File: config.mk
export PLATFORM = sky130hd
export DESIGN_NAME = f_fetch_ctrl_flat
export DESIGN_NICKNAME = d
export VERILOG_FILES = /design/src/rtl/f_fetch_ctrl_if.sv /design/src/rtl/f_fetch_ctrl.sv /design/src/flat_wrapper.sv
export SDC_FILE = /design/constraint.sdc
export NUM_CORES = 1
export LEC_CHECK = 0
export ABC_AREA = 1
export ABC_CLOCK_PERIOD_IN_PS = 6400
export CAP_MARGIN = 15
export CORE_MARGIN = 2
export CORE_UTILIZATION = 52
export DETAILED_ROUTE_END_ITERATION = 6
export PLACE_DENSITY = 0.85
export REMOVE_ABC_BUFFERS = 1
export SYNTH_ARGS = -nofsm -noshare
export SYNTH_HDL_FRONTEND = slang
export SYNTH_SLANG_ARGS = --single-unit
File: constraint.sdc
create_clock -name clk -period 6.4 [get_ports clk]
set_clock_uncertainty 0.2 [all_clocks]
set_input_delay 0.64 -clock clk [delete_from_list [all_inputs] [get_ports clk]]
set_output_delay 0.64 -clock clk [all_outputs]
set_load 0.05 [all_outputs]
File: src/rtl/f_fetch_ctrl_if.sv
// ---------------------------------------------------------------------------
// f_fetch_ctrl_if
//
// Interface bundling every signal exchanged between the fetch sequencer and
// its neighbours: the IFU (PC register plus instruction ROM), the
// redirect/branch source, the decode stage and the fault reporting path.
//
//   master : the fetch sequencer (f_fetch_ctrl)
//   slave  : the surrounding pipeline / environment
//
// Signals
//   ifu_pc          IFU -> ctrl   current PC register value
//   ifu_instr       IFU -> ctrl   ROM word at ifu_pc (combinational read)
//   ifu_pc_wr_en    ctrl -> IFU   PC loads ifu_npc on the next posedge
//   ifu_npc         ctrl -> IFU   next PC
//   redirect_valid  src -> ctrl   redirect request (pulse or held)
//   redirect_target src -> ctrl   redirect destination
//   d_valid         ctrl -> dec   head entry available
//   d_ready         dec -> ctrl   decode takes the head entry
//   d_pc, d_instr   ctrl -> dec   head entry contents
//   fetch_fault     ctrl -> sys   sticky illegal-PC flag
//   fault_pc        ctrl -> sys   offending PC
//   q_count         ctrl -> sys   FIFO occupancy
// ---------------------------------------------------------------------------
interface f_fetch_ctrl_if #(
    parameter int DEPTH = 4
);
    localparam int CNT_W = $clog2(DEPTH) + 1;

    logic [31:0]      ifu_pc;
    logic [31:0]      ifu_instr;
    logic             ifu_pc_wr_en;
    logic [31:0]      ifu_npc;
    logic             redirect_valid;
    logic [31:0]      redirect_target;
    logic             d_valid;
    logic             d_ready;
    logic [31:0]      d_pc;
    logic [31:0]      d_instr;
    logic             fetch_fault;
    logic [31:0]      fault_pc;
    logic [CNT_W-1:0] q_count;

    modport master (
        input  ifu_pc, ifu_instr, redirect_valid, redirect_target, d_ready,
        output ifu_pc_wr_en, ifu_npc, d_valid, d_pc, d_instr,
               fetch_fault, fault_pc, q_count
    );

    modport slave (
        output ifu_pc, ifu_instr, redirect_valid, redirect_target, d_ready,
        input  ifu_pc_wr_en, ifu_npc, d_valid, d_pc, d_instr,
               fetch_fault, fault_pc, q_count
    );
endinterface

File: src/rtl/f_fetch_ctrl.sv
// ---------------------------------------------------------------------------
// f_fetch_ctrl
//
// Fetch-stage sequencer between the IFU and decode. Each cycle it may fetch
// one {PC, instruction} pair from the IFU into a small circular FIFO and
// advance the PC by 4; decode drains the FIFO through a valid/ready
// handshake. Redirects flush the FIFO and reload the PC; a fetch from an
// illegal PC (misaligned or outside the ROM window) freezes fetching and
// raises a sticky fault until the next redirect or reset.
//
// Ports
//   clk    system clock, all state on posedge
//   reset  synchronous active-high reset
//   bus    f_fetch_ctrl_if.master (IFU, redirect, decode and fault signals)
//
// Parameters
//   DEPTH      FIFO entries, power of two in 2..16
//   ROM_BASE   first legal fetch address (also the IFU reset PC)
//   ROM_WORDS  number of legal instruction words from ROM_BASE
// ---------------------------------------------------------------------------
module f_fetch_ctrl #(
    parameter int          DEPTH     = 4,
    parameter logic [31:0] ROM_BASE  = 32'h0000_3000,
    parameter int          ROM_WORDS = 4096
) (
    input  logic           clk,
    input  logic           reset,
    f_fetch_ctrl_if.master bus
);
    localparam int PTR_W = $clog2(DEPTH);
    localparam int CNT_W = PTR_W + 1;

    // Legal window bounds held in 33 bits so ROM_BASE + 4*ROM_WORDS never
    // wraps, even for a ROM ending exactly at the top of the address space.
    localparam logic [32:0] ROM_LO = {1'b0, ROM_BASE};
    localparam logic [32:0] ROM_HI = ROM_LO + (33'(ROM_WORDS) << 2);

    typedef enum logic [0:0] {
        RUN   = 1'b0,
        FAULT = 1'b1
    } state_t;

    state_t            state;
    logic [PTR_W-1:0]  wr_ptr;
    logic [PTR_W-1:0]  rd_ptr;
    logic [CNT_W-1:0]  count;
    logic              fault_r;
    logic [31:0]       fault_pc_r;

    logic [31:0]       pc_mem    [DEPTH];
    logic [31:0]       instr_mem [DEPTH];

    logic              d_valid_c;
    logic              pop;
    logic              push;
    logic              illegal;
    logic              space;
    logic              fire;
    logic [32:0]       pc_ext;

    // ------------------------------------------------------------------
    // Combinational control terms
    // ------------------------------------------------------------------
    assign pc_ext  = {1'b0, bus.ifu_pc};
    assign illegal = (bus.ifu_pc[1:0] != 2'b00) |
                     (pc_ext < ROM_LO) |
                     (pc_ext >= ROM_HI);

    // A pending redirect hides the head entry so nothing is popped in the
    // cycle the FIFO is being flushed.
    assign d_valid_c = (count != '0) & ~bus.redirect_valid & ~reset;
    assign pop       = d_valid_c & bus.d_ready;

    // A pop in the same cycle frees a slot, so a full FIFO can still accept
    // a push and sustain one instruction per cycle.
    assign space = (count < CNT_W'(DEPTH)) | pop;
    assign fire  = (state == RUN) & ~bus.redirect_valid & ~illegal & space;
    assign push  = fire & ~reset;

    assign bus.ifu_pc_wr_en = ~reset & (bus.redirect_valid | fire);
    assign bus.ifu_npc      = bus.redirect_valid ? bus.redirect_target
                                                 : (bus.ifu_pc + 32'd4);

    assign bus.d_valid     = d_valid_c;
    assign bus.d_pc        = pc_mem[rd_ptr];
    assign bus.d_instr     = instr_mem[rd_ptr];
    assign bus.fetch_fault = fault_r;
    assign bus.fault_pc    = fault_pc_r;
    assign bus.q_count     = count;

    // ------------------------------------------------------------------
    // Control state: FSM, fault flag, pointers and occupancy
    // ------------------------------------------------------------------
    always_ff @(posedge clk) begin
        if (reset) begin
            state      <= RUN;
            fault_r    <= 1'b0;
            fault_pc_r <= '0;
            wr_ptr     <= '0;
            rd_ptr     <= '0;
            count      <= '0;
        end else if (bus.redirect_valid) begin
            // Flush and restart; fault_pc keeps its last value but is only
            // meaningful while fetch_fault is set.
            state   <= RUN;
            fault_r <= 1'b0;
            wr_ptr  <= '0;
            rd_ptr  <= '0;
            count   <= '0;
        end else begin
            if ((state == RUN) && illegal) begin
                state      <= FAULT;
                fault_r    <= 1'b1;
                fault_pc_r <= bus.ifu_pc;
            end

            if (push) begin
                wr_ptr <= wr_ptr + 1'b1;
            end
            if (pop) begin
                rd_ptr <= rd_ptr + 1'b1;
            end

            unique case ({push, pop})
                2'b10:   count <= count + 1'b1;
                2'b01:   count <= count - 1'b1;
                default: count <= count;
            endcase
        end
    end

    // ------------------------------------------------------------------
    // FIFO storage (data only, no reset)
    // ------------------------------------------------------------------
    always_ff @(posedge clk) begin
        if (push) begin
            pc_mem[wr_ptr]    <= bus.ifu_pc;
            instr_mem[wr_ptr] <= bus.ifu_instr;
        end
    end
endmodule

File: src/flat_wrapper.sv
// flat-port wrapper written by rule: the top's interface ports become plain ports
module f_fetch_ctrl_flat 
#(
    parameter int          DEPTH     = 4,
    parameter logic [31:0] ROM_BASE  = 32'h0000_3000,
    parameter int          ROM_WORDS = 4096
)
  (clk, reset, bus_ifu_pc, bus_ifu_instr, bus_redirect_valid, bus_redirect_target, bus_d_ready, bus_ifu_pc_wr_en, bus_ifu_npc, bus_d_valid, bus_d_pc, bus_d_instr, bus_fetch_fault, bus_fault_pc, bus_q_count);
  f_fetch_ctrl_if #(.DEPTH(DEPTH)) bus_i ();
  input  logic clk;
  input  logic reset;
  input wire logic [$bits(bus_i.ifu_pc)-1:0] bus_ifu_pc;
  input wire logic [$bits(bus_i.ifu_instr)-1:0] bus_ifu_instr;
  input wire logic [$bits(bus_i.redirect_valid)-1:0] bus_redirect_valid;
  input wire logic [$bits(bus_i.redirect_target)-1:0] bus_redirect_target;
  input wire logic [$bits(bus_i.d_ready)-1:0] bus_d_ready;
  output wire logic [$bits(bus_i.ifu_pc_wr_en)-1:0] bus_ifu_pc_wr_en;
  output wire logic [$bits(bus_i.ifu_npc)-1:0] bus_ifu_npc;
  output wire logic [$bits(bus_i.d_valid)-1:0] bus_d_valid;
  output wire logic [$bits(bus_i.d_pc)-1:0] bus_d_pc;
  output wire logic [$bits(bus_i.d_instr)-1:0] bus_d_instr;
  output wire logic [$bits(bus_i.fetch_fault)-1:0] bus_fetch_fault;
  output wire logic [$bits(bus_i.fault_pc)-1:0] bus_fault_pc;
  output wire logic [$bits(bus_i.q_count)-1:0] bus_q_count;
  assign bus_i.ifu_pc = bus_ifu_pc;
  assign bus_i.ifu_instr = bus_ifu_instr;
  assign bus_i.redirect_valid = bus_redirect_valid;
  assign bus_i.redirect_target = bus_redirect_target;
  assign bus_i.d_ready = bus_d_ready;
  assign bus_ifu_pc_wr_en = bus_i.ifu_pc_wr_en;
  assign bus_ifu_npc = bus_i.ifu_npc;
  assign bus_d_valid = bus_i.d_valid;
  assign bus_d_pc = bus_i.d_pc;
  assign bus_d_instr = bus_i.d_instr;
  assign bus_fetch_fault = bus_i.fetch_fault;
  assign bus_fault_pc = bus_i.fault_pc;
  assign bus_q_count = bus_i.q_count;
  f_fetch_ctrl #(.DEPTH(DEPTH), .ROM_BASE(ROM_BASE), .ROM_WORDS(ROM_WORDS)) u_core (.clk(clk), .reset(reset), .bus(bus_i));
endmodule
==> run metrics <==
Pre-antenna DRT Iters=5; DR vias/cell=5.53; Post-synth EDFFs=roughly 260; Die X=159 um; Most used DFF post-synth=edfxtp_1; total negative slack=0 ps; outcome=completed; Post-DRT Antenna Nets=0; metal3 WL=2660 um; worst path cell trace=clkdlybuf4s50_1 > inv_1 > nor3_2 > nand2_1 > nor2_1 > xor2_1 > nand2_1 > nand2_1 > clkdlybuf4s50_1; PortBufs=233; leak pwr=5.61 nW; clk buf depth=3; gr ovfl total=0; cts repair resizes=0; # diodes=0; Wirelength per Cell=19.3 um; cell repeated most along the worst path=nand2_1; Synth cell types=37; first-pass GRT wire length=slightly below 50,000 um; gpl congestion=0.928; slowest CP cell=clkdlybuf4s50_1; Clock Pin Slew Worst Setup and Hold Paths=about 60 ps; critical setup path kind=in -> out; area delta synth->final=28.8%; Synth async-reset ratio=0%; layout cells sized above 1=6.42%; Peak VDD IR=223 uV; TritonCTS Buffers=30; vias in the first global route=9,174; critical path capture point type=output pin; largest net degree at the start of global routing=89; max-slew violation count=0; 1st-iter DRT viols=673; P per Cell Area=between 200 and 300 nW/um^2; RSZ-0062 raised after global routing=false; max-cap violations=0; Slew @ Worst Pin=~890 ps; DR top layer=met4; Hold Buf Count CTS=0; Fmax=about 230 MHz; Final nets=1,455; YS warnings=0; post-synthesis sequential area ratio=68.6%; I/O pin count=234; crit path DAT=about 3600 ps; root buffer cell=clkbuf_16; register area=8530 sq um; slew margin rel.=between 40% and 50%; die height=159 um; Syn Inst Count=1,129; crit start category=input port; post-CTS setup buffer count=0; DP HPWL=20,500 um; Skew-Pair Late Insertion Delay=approximately 540 ps; via count=approximately 9,300; synthesized area=about 12,000 sq um; WP buf/inv=3; CTS tree=built; final hold vios=0; area share of the leading cell type in the synthesized netlist=61.9%; cell family with most CP delay=buffers and inverters; fin crit share=68.6%; most frequent cell after synthesis=edfxtp_1; hold crit path type=reg -> reg; Yosys reg bits=298; initial antenna violation count=0; Global Route Usage Sum=25.6%; CTS Sinks=298; Met2 Wirelength=between 15,000 and 20,000 um; endpoints failing setup=0; Post-Route M1 WL=roughly 13,000 um; Avg Synthesized Cell Area=11.0 sq um; min cycle time layout=roughly 4400 ps; H-tree levels=1; area leader, netlist=edfxtp_1; area of the multi-input gates=3460 sq um; Core Region=between 20,000 and 25,000 sq um; WP data required=5560 ps; slack of the critical path=2010 ps; Total Wirelength=32,600 um; Post-synth top cells=edfxtp_1 (256), nor2_1 (236), o21ai_0 (174); Fill cells=1,705; total die area=25,100 sq um; dpl ws=around 2000 ps; Rows=56; synth top area cells=edfxtp_1 (62%), nor2_1 (7.1%), o21ai_0 (7.0%), dfxtp_1 (6.8%), nand2_1 (4.7%); critical path fanouts, max=8; DRC viols=0; Initial Utilization=a little over half; Worst path max stage delay=810 ps
==> through the flow <==
step	utilization, %	power (mW)	area (sq um)	std cells	hold slack (ps)
6_report	68.2	4.20	16000	1689	259
5_1_grt	68.2	4.32	16000	1689	294
4_1_cts	68.1	4.22	16000	1688	262
3_5_place_dp	64.0	2.54	15000	1633	253
3_3_place_gp	64.0	2.54	15000	1633	250
2_1_floorplan	-	2.35	12100	1072	236
==> tightest hold or removal path, cell delays in order (launching register included) <==
cell	delay, ps
dfxtp_1	290
inv_1	50
a21oi_1	70
==> cells by family (layout without fill, tap and decap cells) <==
family	Yosys count	after routing	share of synthesized area, %
simple gates	451	451	14.9
compound gates	253	253	10.9
buf+inv	107	348	3.79
fa+ha+maj	8	8	0.866
xor+xnor	12	12	0.846
flops	298	298	68.6
==> area by class of cell <==
cell class,instances,share of cell area [%]
Timing Repair Buffer,243,15.3
Tap cell,319,2.49
Clock buffer,43,5.38
Sequential cell,298,53.3
Clock inverter,12,0.688
Multi-Input combinational cell,724,21.6
Inverter,50,1.22
==> state kept, by name, indices dropped and copies added, names as in the netlist, named ones only <==
name,count
u_core.rd_ptr,2
u_core.bus.fault_pc,32
u_core.wr_ptr,2
u_core.bus.q_count,3
u_core.pc_mem,128
u_core.bus.fetch_fault,1
u_core.instr_mem,128
==> report_power, final <==
| group | internal, mW | leakage, nW | switching (mW) |
|---|---|---|---|
| Clock | 1.01 | 0.474 | 0.680 |
| Sequential | 2.12 | 2.65 | 0.00969 |
| Combinational | 0.133 | 2.49 | 0.242 |
| Total | 3.26 | 5.61 | 0.932 |
==> path summary, 6_finish.rpt <==
kind | end | startpoint | depth (start not counted) | slack, ps
setup / recovery | bus_ifu_npc[14] | bus_ifu_pc[11] | 9 | 2010
hold / removal | register | u_core.rd_ptr[1] | 2 | 260
setup reg to reg | u_core.instr_mem[2][0] | u_core.bus.fetch_fault | 4 | 3480
hold reg to reg | register | u_core.rd_ptr[1] | 2 | 260
==> metal layers <==
metal | global-route usage [%] | vias up
met5 | 0 | -
met4 | 8.62 | 0
met3 | 4.55 | 61
met2 | 44.2 | 436
met1 | 32.7 | 4449
li1 | - | 4390
==> layout by cell type (no fill, tap or decap), drive strengths merged <==
master	count
nand3	17
nor2	253
a21oi	9
inv	51
nand3b	6
fa	1
buf	11
clkdlybuf4s50	232
clkbuf	43
o31ai	1
nand4	4
bufinv	2
and3	1
nand2	159
a31oi	2
dfxtp	42
nor3	10
ha	7
xor2	8
o22ai	64
o21a	1
xnor2	4
o21ai	176
clkinv	9
or2	1
edfxtp	256
(Power assumes the default switching activity.)
